## src/rtl/delay_line_pkg.sv

```systemverilog
// Shared constants, state encoding and helpers for the tap output stage.
// DELAY_ECHO_MIX_EN (see delay_tap_out_stage) does not affect anything here.
package delay_line_pkg;
  localparam int DATA_W    = 8;
  localparam int MAX_DEPTH = 90;

  localparam int TAP_D30 = 30;
  localparam int TAP_D45 = 45;
  localparam int TAP_D60 = 60;
  localparam int TAP_D90 = 90;

  localparam logic [7:0] SEL_T30 = 8'd0;
  localparam logic [7:0] SEL_T45 = 8'd1;
  localparam logic [7:0] SEL_T60 = 8'd2;
  localparam logic [7:0] SEL_T90 = 8'd3;

  localparam int FILL_W = 7;
  localparam int HCNT_W = 4;

  typedef enum logic [1:0] {
    ST_FILL,
    ST_RUN,
    ST_HOLD,
    ST_MUTE
  } state_e;

  function automatic logic sel_valid(input logic [7:0] s);
    return s <= SEL_T90;
  endfunction
endpackage

```

## src/rtl/delay_fill_tracker.sv

```systemverilog
// Counts clocks since reset (saturating at MAX_DEPTH) and flags which taps
// have seen enough samples to carry real data.
module delay_fill_tracker #(
  parameter int MAX_DEPTH = delay_line_pkg::MAX_DEPTH
) (
  input  logic       clk,
  input  logic       rst_n,
  output logic [3:0] primed
);
  import delay_line_pkg::*;

  localparam logic [FILL_W-1:0] FILL_MAX = FILL_W'(MAX_DEPTH);

  logic [FILL_W-1:0] fill_q, fill_d;

  always_comb begin
    fill_d = fill_q;
    if (fill_q < FILL_MAX) fill_d = fill_q + 1'b1;
  end

  always_ff @(posedge clk or negedge rst_n) begin
    if (!rst_n) fill_q <= '0;
    else        fill_q <= fill_d;
  end

  assign primed[0] = fill_q >= FILL_W'(TAP_D30);
  assign primed[1] = fill_q >= FILL_W'(TAP_D45);
  assign primed[2] = fill_q >= FILL_W'(TAP_D60);
  assign primed[3] = fill_q >= FILL_W'(TAP_D90);
endmodule

```

## src/rtl/delay_tap_out_stage.sv

```systemverilog
// Tap select / output stage: blanks output while taps fill, after a tap change
// and on invalid selects. DELAY_ECHO_MIX_EN mixes the dry input into RUN output.
module delay_tap_out_stage #(
  parameter int DATA_W    = delay_line_pkg::DATA_W,
  parameter int HOLD_CYC  = 2,
  parameter int MAX_DEPTH = delay_line_pkg::MAX_DEPTH
) (
  input  logic              clk,
  input  logic              rst_n,
  input  logic [DATA_W-1:0] data_in,
  input  logic [DATA_W-1:0] tap_30,
  input  logic [DATA_W-1:0] tap_45,
  input  logic [DATA_W-1:0] tap_60,
  input  logic [DATA_W-1:0] tap_90,
  input  logic [7:0]        sel,
  output logic [DATA_W-1:0] dout,
  output logic              dout_valid,
  output logic              sel_err,
  output logic [7:0]        switch_cnt
);
  import delay_line_pkg::*;

  localparam logic [HCNT_W-1:0] HOLD_LAST = HCNT_W'(HOLD_CYC - 1);

  state_e            state_q, state_d;
  logic [7:0]        sel_q, sel_d;
  logic [HCNT_W-1:0] hcnt_q, hcnt_d;
  logic [DATA_W-1:0] dout_q, dout_d;
  logic              vld_q, vld_d;
  logic              err_q, err_d;
  logic [7:0]        cnt_q, cnt_d;

  logic [3:0]        primed;
  logic [DATA_W-1:0] tap_sel, run_val;
  logic              sel_ok, sel_chg, tap_rdy;
  logic [7:0]        cnt_inc;

  delay_fill_tracker #(.MAX_DEPTH(MAX_DEPTH)) u_fill (
    .clk    (clk),
    .rst_n  (rst_n),
    .primed (primed)
  );

  always_comb begin
    case (sel[1:0])
      2'd0:    tap_sel = tap_30;
      2'd1:    tap_sel = tap_45;
      2'd2:    tap_sel = tap_60;
      default: tap_sel = tap_90;
    endcase
  end

`ifdef DELAY_ECHO_MIX_EN
  logic [DATA_W:0] mix_sum;
  assign mix_sum = {1'b0, data_in} + {1'b0, tap_sel} + {{DATA_W{1'b0}}, 1'b1};
  assign run_val = mix_sum[DATA_W:1];
`else
  logic unused_data;
  assign unused_data = ^data_in;
  assign run_val     = tap_sel;
`endif

  assign sel_ok  = sel_valid(sel);
  assign sel_chg = sel != sel_q;
  assign tap_rdy = primed[sel[1:0]];
  assign cnt_inc = (cnt_q == 8'hFF) ? cnt_q : cnt_q + 8'd1;

  // Priority: invalid code, then any switch (incl. leaving MUTE), then per-state flow.
  always_comb begin
    state_d = state_q;
    sel_d   = sel;
    hcnt_d  = hcnt_q;
    dout_d  = dout_q;
    vld_d   = 1'b0;
    err_d   = 1'b0;
    cnt_d   = cnt_q;
    if (!sel_ok) begin
      state_d = ST_MUTE;
      hcnt_d  = '0;
      dout_d  = '0;
      err_d   = 1'b1;
    end else if (state_q == ST_MUTE || sel_chg) begin
      state_d = ST_HOLD;
      hcnt_d  = '0;
      cnt_d   = cnt_inc;
    end else begin
      case (state_q)
        ST_FILL, ST_RUN: begin
          if (tap_rdy) begin
            state_d = ST_RUN;
            dout_d  = run_val;
            vld_d   = 1'b1;
          end else begin
            state_d = ST_FILL;
            dout_d  = '0;
          end
        end
        ST_HOLD: begin
          if (hcnt_q >= HOLD_LAST) begin
            if (tap_rdy) begin
              state_d = ST_RUN;
              dout_d  = run_val;
              vld_d   = 1'b1;
            end else begin
              state_d = ST_FILL;
              dout_d  = '0;
            end
          end else begin
            hcnt_d = hcnt_q + 1'b1;
          end
        end
        default: state_d = ST_FILL;
      endcase
    end
  end

  always_ff @(posedge clk or negedge rst_n) begin
    if (!rst_n) begin
      state_q <= ST_FILL;
      sel_q   <= '0;
      hcnt_q  <= '0;
      dout_q  <= '0;
      vld_q   <= 1'b0;
      err_q   <= 1'b0;
      cnt_q   <= '0;
    end else begin
      state_q <= state_d;
      sel_q   <= sel_d;
      hcnt_q  <= hcnt_d;
      dout_q  <= dout_d;
      vld_q   <= vld_d;
      err_q   <= err_d;
      cnt_q   <= cnt_d;
    end
  end

  assign dout       = dout_q;
  assign dout_valid = vld_q;
  assign sel_err    = err_q;
  assign switch_cnt = cnt_q;
endmodule
```

## config.mk

```make
export PLATFORM = sky130hd
export DESIGN_NAME = delay_tap_out_stage
export DESIGN_NICKNAME = d
export VERILOG_FILES = /design/src/rtl/delay_line_pkg.sv /design/src/rtl/delay_fill_tracker.sv /design/src/rtl/delay_tap_out_stage.sv
export SDC_FILE = /design/constraint.sdc
export NUM_CORES = 1
export LEC_CHECK = 0
export CAP_MARGIN = 30
export CORE_MARGIN = 4
export CORE_UTILIZATION = 42
export DETAILED_ROUTE_END_ITERATION = 16
export GPL_TIMING_DRIVEN = 0
export PLACE_DENSITY = 0.77
export SLEW_MARGIN = 20
export SYNTH_ARGS = -nofsm -noshare
export SYNTH_HDL_FRONTEND = slang
export SYNTH_SLANG_ARGS = --single-unit
```

## constraint.sdc

```tcl
create_clock -name clk -period 1.6 [get_ports clk]
set_input_delay 0.32 -clock clk [delete_from_list [all_inputs] [get_ports clk]]
set_output_delay 0.32 -clock clk [all_outputs]
set_load 0.02 [all_outputs]
```

==> reports/qor.csv, run 1 <==
metric,value,unit
status,finished with violations,
failing checks,negative setup slack,
drt wl/cell,16.2,microns
PortBufs,59,
Mapped Cells,171,
largest net degree at the start of global routing,31,
FMAX,564,MHz
Worst VDD drop,0.406,mV
Slew HR,63.5,%
synthesis-stage register bit count,39,
WP data required,1.84,ns
"Async S/R FF share, synth",100,%
Worst Skew,0.0132,ns
antenna violations before repair,0,
final setup violating endpoints,16,
cell count after placement,298,
die area,6300,sq um
Die W,79.4,microns
setup TNS,-1.49,ns
min-delay worst type,in -> reg,
vias,1808,
post-synthesis cell type count,47,
fillers,332,
M1 wire length,2.11,mm
met3 wire length,342,microns
H-tree depth,2,
"Top FF cell, synth",dfrtp_1,
TritonRoute pass-1 iters,4,
area of the multi-input gates,1250,sq um
Vias/cell,5.27,
Worst Max-Slew Pin Slew,0.542,ns
count of flip-flops with a built-in enable after synthesis,0,
GRT Resource Usage Total,18.0,%
CTS tree,built,
Final WS setup,-0.174,ns
CP Capture Type,flip-flop,
Final Non-Filler Cells,343,
WL met2,3.05,mm
first-pass GRT wire length,8.83,mm
"Min Clock Period, post-route",1.77,ns
total power,2.17,mW
RSZ-0062 raised after global routing,true,
via count of the first global-routing pass,1961,
LEAKAGE,1.62,nW
dpl hpwl,3.50,mm
post-synthesis cell area,2140,sq um
area fraction of the dominant cell type after synthesis,45.6,%
layout cell share with drive strength beyond 1,38.0,%
"Avg Cell Area, Syn",12.5,sq um
Synth area leaders,"dfrtp_1 (46%), mux4_1 (4.9%), mux4_2 (4.2%)",
antenna cells,0,
final hold violation count,0,
clock buffer depth,2,
pwr dens,635,nW/um^2
sequential area share after synthesis,45.6,%
initial core utilization,44.4,%
num ports,68,
leading area contributor after synthesis,dfrtp_1,
Die H,79.4,microns
number of buffers created by CTS,5,
Final period util,111,%
Layout Nets,332,
Core Region,4820,sq um
RePlAce Congestion,0.821,
Seq. cell area,983,sq um
synthesis-to-layout area growth,59.9,%
CTS root buf,clkbuf_8,
crit start category,flip-flop,
DRT iter0 DRCs,81,
warnings from Yosys,0,
Post-DRT Antenna Nets,0,
WL final,5.57,mm
top routing layer in use,met4,
# clock sinks,39,
Syn Nets,228,
critical path type,reg -> reg,
# rows,25,
Clock Latency Late Sink,0.31,ns
CP max FO,8,
crit path DAT,2.01,ns
fin. max-slew vios,0,
grt ovf,0,
Max Cap Viol,0,
# DRC,0,
"CTS clk-pin slew, worst paths",0.07,ns
metrics by stage:
stage	instance area, sq um	setup slack (ns)	util [%]	hold WS [ns]
after global placement	2840	-0.862	59.0	0.477
final	3420	-0.174	71.1	0.324
after detailed placement	2860	-0.696	59.3	0.204
after global routing	3420	-0.234	71.1	0.333
after CTS	3200	-0.236	66.4	0.324
after floorplan	2170	-0.0676	-	0.0244
cell type report:
cell class	instances	share of cell area, %
inverter	10	1.10
clock inverter	1	0.146
clock buffer	7	2.52
sequential	39	28.7
multi-input combinational	113	36.6
tap	67	2.45
timing repair buffer	97	26.2
buffer	9	2.23
metal layers:
layer	GRT usage [%]	vias to the layer above
met2	33.3	61
met3	5.30	7
li1	-	842
met5	0	-
met4	5.67	0
met1	19.5	898
layout by cell type, fill, tap and decap left out, types with 2 or more instances in the layout:
| cell | synthesis | final |
|---|---|---|
| o21a_1 | 2 | 2 |
| inv_2 | 2 | 5 |
| buf_6 | 1 | 9 |
| buf_4 | 4 | 32 |
| mux4_1 | 4 | 4 |
| nand4_1 | 3 | 3 |
| dlygate4sd2_1 | 0 | 19 |
| inv_1 | 8 | 5 |
| nand2_4 | 0 | 2 |
| a21oi_1 | 4 | 3 |
| nor2_1 | 9 | 7 |
| clkbuf_8 | 1 | 7 |
| a22o_1 | 8 | 8 |
| ha_1 | 7 | 3 |
| a211oi_2 | 4 | 3 |
| xnor2_1 | 7 | 5 |
| nor3_2 | 1 | 3 |
| nand3_2 | 0 | 2 |
| nand3_1 | 11 | 8 |
| dfrtp_2 | 0 | 6 |
| nor2_2 | 0 | 2 |
| clkdlybuf4s50_1 | 0 | 34 |
| mux4_2 | 4 | 4 |
| nand2_1 | 7 | 4 |
| ha_4 | 0 | 4 |
| and3_1 | 4 | 3 |
| dlymetal6s2s_1 | 0 | 5 |
| dfrtp_1 | 39 | 33 |
| xor2_1 | 10 | 10 |
| buf_2 | 3 | 4 |
| xnor2_2 | 0 | 2 |
timing repair:
item	CTS	global route
buffers inserted	22	13
endpoints found under the hold margin	9	0
pin swaps	25	29
endpoints found under the setup margin	35	31
cloned	1	0
resized for setup	42	27
hold buffers	1	0
path summary, 6_finish.rpt:
kind | slack, ns | endpoint | depth (start not counted) | start
max in group asynchronous | 0.74 | u_fill.fill_q[0] | 3 | rst_n
setup / recovery | -0.17 | dout[3] | 6 | hcnt_q[0]
min in group asynchronous | 0.40 | sel_err | 2 | rst_n
hold / removal | 0.32 | sel_q[7] | 1 | sel[7]
setup reg to reg | -0.17 | dout[3] | 6 | hcnt_q[0]
hold reg to reg | 0.49 | switch_cnt[6] | 1 | switch_cnt[6]
registers in the layout (all words and copies together), names as in the netlist:
register	cells
u_fill.fill_q	7
switch_cnt	8
hcnt_q	4
dout_valid	1
sel_err	1
dout	8
state_q	2
sel_q	8
logic make-up (layout without fill, tap and decap cells):
family                     after synthesis  after routing  synth area share (%)
AOI/OAI and AO/OA                       35             35                  15.9
xor gates and xnor gates                17             17                  6.95
adders and majority gates                7              7                  4.09
buffers and inverters                   19            124                  5.03
DFF                                     39             39                  45.6
muxes                                    9              9                  9.82
and+or+nand+nor                         45             45                  12.6
synthesized netlist by cell type (2+ instances only):
cell       n
o21a_1     2
inv_1      8
mux4_1     4
mux4_2     4
dfrtp_1   39
nand4_1    3
buf_4      4
a21oi_1    4
nand2_1    7
nand3_1   11
inv_2      2
a211oi_2   4
a22o_1     8
and3_1     4
ha_1       7
nor2_1     9
xnor2_1    7
nand2b_1   2
a41oi_1    2
buf_2      3
nor3_1     2
xor2_1    10
critical path, stage by stage, from the launching register on:
cell and delay, ns:
dfrtp_1 0.42, ha_4 0.18, nor4b_4 0.35, o21ai_4 0.12
buf_6 0.14, a31oi_4 0.29, a22o_1 0.21
report_power, final:
| group | internal [mW] | switching, mW | leakage (nW) | total [mW] |
|---|---|---|---|---|
| logic | 0.245 | 0.162 | 1.09 | 0.408 |
| clock network | 0.348 | 0.351 | 0.0482 | 0.699 |
| registers | 1.02 | 0.0454 | 0.489 | 1.07 |
Note: power is estimated with default switching activity, not from simulation.
==> inputs of run 2 (changes only) <==
SLEW_MARGIN = 10   (was 20)
==> results of run 2 <==
The final DEF is identical to that of run 1; final timing and power are the same.
==> inputs of run 3 (changes only) <==
GPL_TIMING_DRIVEN = not set   (was 0)
MAX_ROUTING_LAYER = met4   (was not set)
==> run 3 against run 2 <==
Compared with the run above:
- the run still ends with negative setup slack left
- global-route usage fell by 0.53 points
- cell count rose by 2.3%
- count of clock-buffer cells in the layout rose by 1
- maximum frequency rose by 2.5%
- clock power rose by 4.4%
- final area rose by 0.18%
- critical path type unchanged
==> reports/qor.csv, run 3 (synthesis gave the netlist of run 1 again) <==
metric,value,unit
FMAX,578,MHz
min-delay worst type,in -> async,
Worst Max-Slew Pin Slew,0.491,ns
crit start category,flip-flop,
num ports,68,
CP max FO,5,
# DRC,0,
Final Cell Area,3430,sq um
vias,1796,
H-tree depth,2,
"Hold-fix buffers, CTS",0,
critical path type,reg -> reg,
Layout Nets,340,
Worst Skew,0.00741,ns
Post-DRT Antenna Nets,0,
failing checks,negative setup slack,
RePlAce Congestion,0.877,
Die H,79.4,microns
total power,2.19,mW
DRT iter0 DRCs,59,
first-pass GRT wire length,8.40,mm
synthesis-to-layout area growth,60.2,%
Seq. cell area,982,sq um
CP Capture Type,flip-flop,
path depth of the worst reg2reg path,6,
via count of the first global-routing pass,1860,
"Min Clock Period, post-route",1.73,ns
antenna violations before repair,0,
met3 Usage GRT,4.63,%
PortBufs,59,
setup TNS,-0.852,ns
layout cell share with drive strength beyond 1,38.0,%
GRT busiest layer,met2,
grt ovf,0,
Vias/cell,5.12,
GRT Resource Usage Total,17.4,%
"commonest non-fill, non-tap cell in the layout",buf_4,
Clock Latency Late Sink,0.29,ns
antenna cells,0,
Final period util,108,%
TritonRoute pass-1 iters,4,
GR Util met2,30.3,%
"slowest stage delay, CP",0.44,ns
pwr dens,639,nW/um^2
placed inst area,3100,sq um
Worst VDD drop,0.391,mV
LEAKAGE,1.64,nW
crit-path cells,"o211a_1, o21a_1, o311ai_4, nor4_4, buf_2, a22o_1",
Reg2Reg Setup Slack,-0.13,ns
RSZ-0062 raised after global routing,true,
Critical path origin,u_fill.fill_q[1],
Final WS setup,-0.131,ns
drt wl/cell,15.2,microns
Die W,79.4,microns
"commonest non-fill, non-tap cells in the layout","buf_4 (49), clkdlybuf4s50_1 (36), dfrtp_1 (34), dlygate4sd2_1 (17)",
final hold violation count,0,
utilization after layout,71.2,%
"CTS clk-pin slew, worst paths",0.07,ns
reg-to-reg endpoint,dout[4],
fin. max-slew vios,0,
slowest cell on the critical path,dfrtp_2,
# rows,25,
CTS root buf,clkbuf_8,
Core Region,4820,sq um
die area,6300,sq um
CTS tree,built,
RR Startpoint,u_fill.fill_q[1],
initial core utilization,44.4,%
Critical Path End,dout[4],
Max Cap Viol,0,
# clock sinks,39,
WP data required,1.78,ns
GRT met1 Usage,19.4,%
Slew HR,67.3,%
number of buffers created by CTS,5,
area of the multi-input gates,1200,sq um
largest net degree at the start of global routing,40,
fillers,355,
WL final,5.33,mm
final setup violating endpoints,10,
crit path DAT,1.91,ns
status,finished with violations,
dpl hpwl,3.84,mm
clock buffer depth,2,
[run 3: changes by cell type in the layout (fill, tap and decap cells not counted), moves of 3 or more]
cell / delta
buf_6: -7
buf_4: +17
ha_4: -3
ha_2: +4
[run 3: critical path: cells and delay by family (launching register included)]
| kind | cells | cell delay (ns) |
|---|---|---|
| DFF | 1 | 0.44 |
| and+or+nand+nor | 1 | 0.07 |
| AOI/OAI and AO/OA | 4 | 0.96 |
| buffers and inverters | 1 | 0.15 |
[run 3: area by class of cell]
type | instances | share of cell area (%)
clock buffers | 8 | 2.92
well taps | 67 | 2.44
repair buffers | 114 | 30.0
multi-input cells | 113 | 35.0
inverters | 10 | 1.09
flip-flops and latches | 39 | 28.6
[run 3: power breakdown]
group | internal [mW] | switching, mW
Combinational | 0.244 | 0.178
Sequential | 1.02 | 0.0197
Clock | 0.394 | 0.336
[run 3: how the worst min path moves through the flow]
stage / cells past startpoint / to
after floorplan: 0 / dout[0]
after global placement: 2 / hcnt_q[3]
after detailed placement: 2 / hcnt_q[3]
after CTS: 2 / switch_cnt[6]
after global routing: 2 / switch_cnt[6]
final: 2 / hcnt_q[2]
[run 3: what timing repair did]
action	CTS	global route
gates cloned	1	0
setup endpoints to repair	31	27
pin swaps	14	15
buffers inserted	12	0
gates resized for setup	39	22
[run 3: metrics by stage]
step	hold slack (ns)	worst slack, ns	cells
floorplan	0.0244	-0.0676	171
global placement	0.399	-0.501	331
detailed placement	0.405	-0.569	331
CTS	0.0849	-0.0994	351
global route	0.103	-0.231	351
finish	0.0674	-0.131	351
[run 3: layer usage]
layer	part of all wire [%]	wire (microns)
met1	37	1970
met2	56	2960
met3	5.3	280
met4	2.2	116
met5	0	0
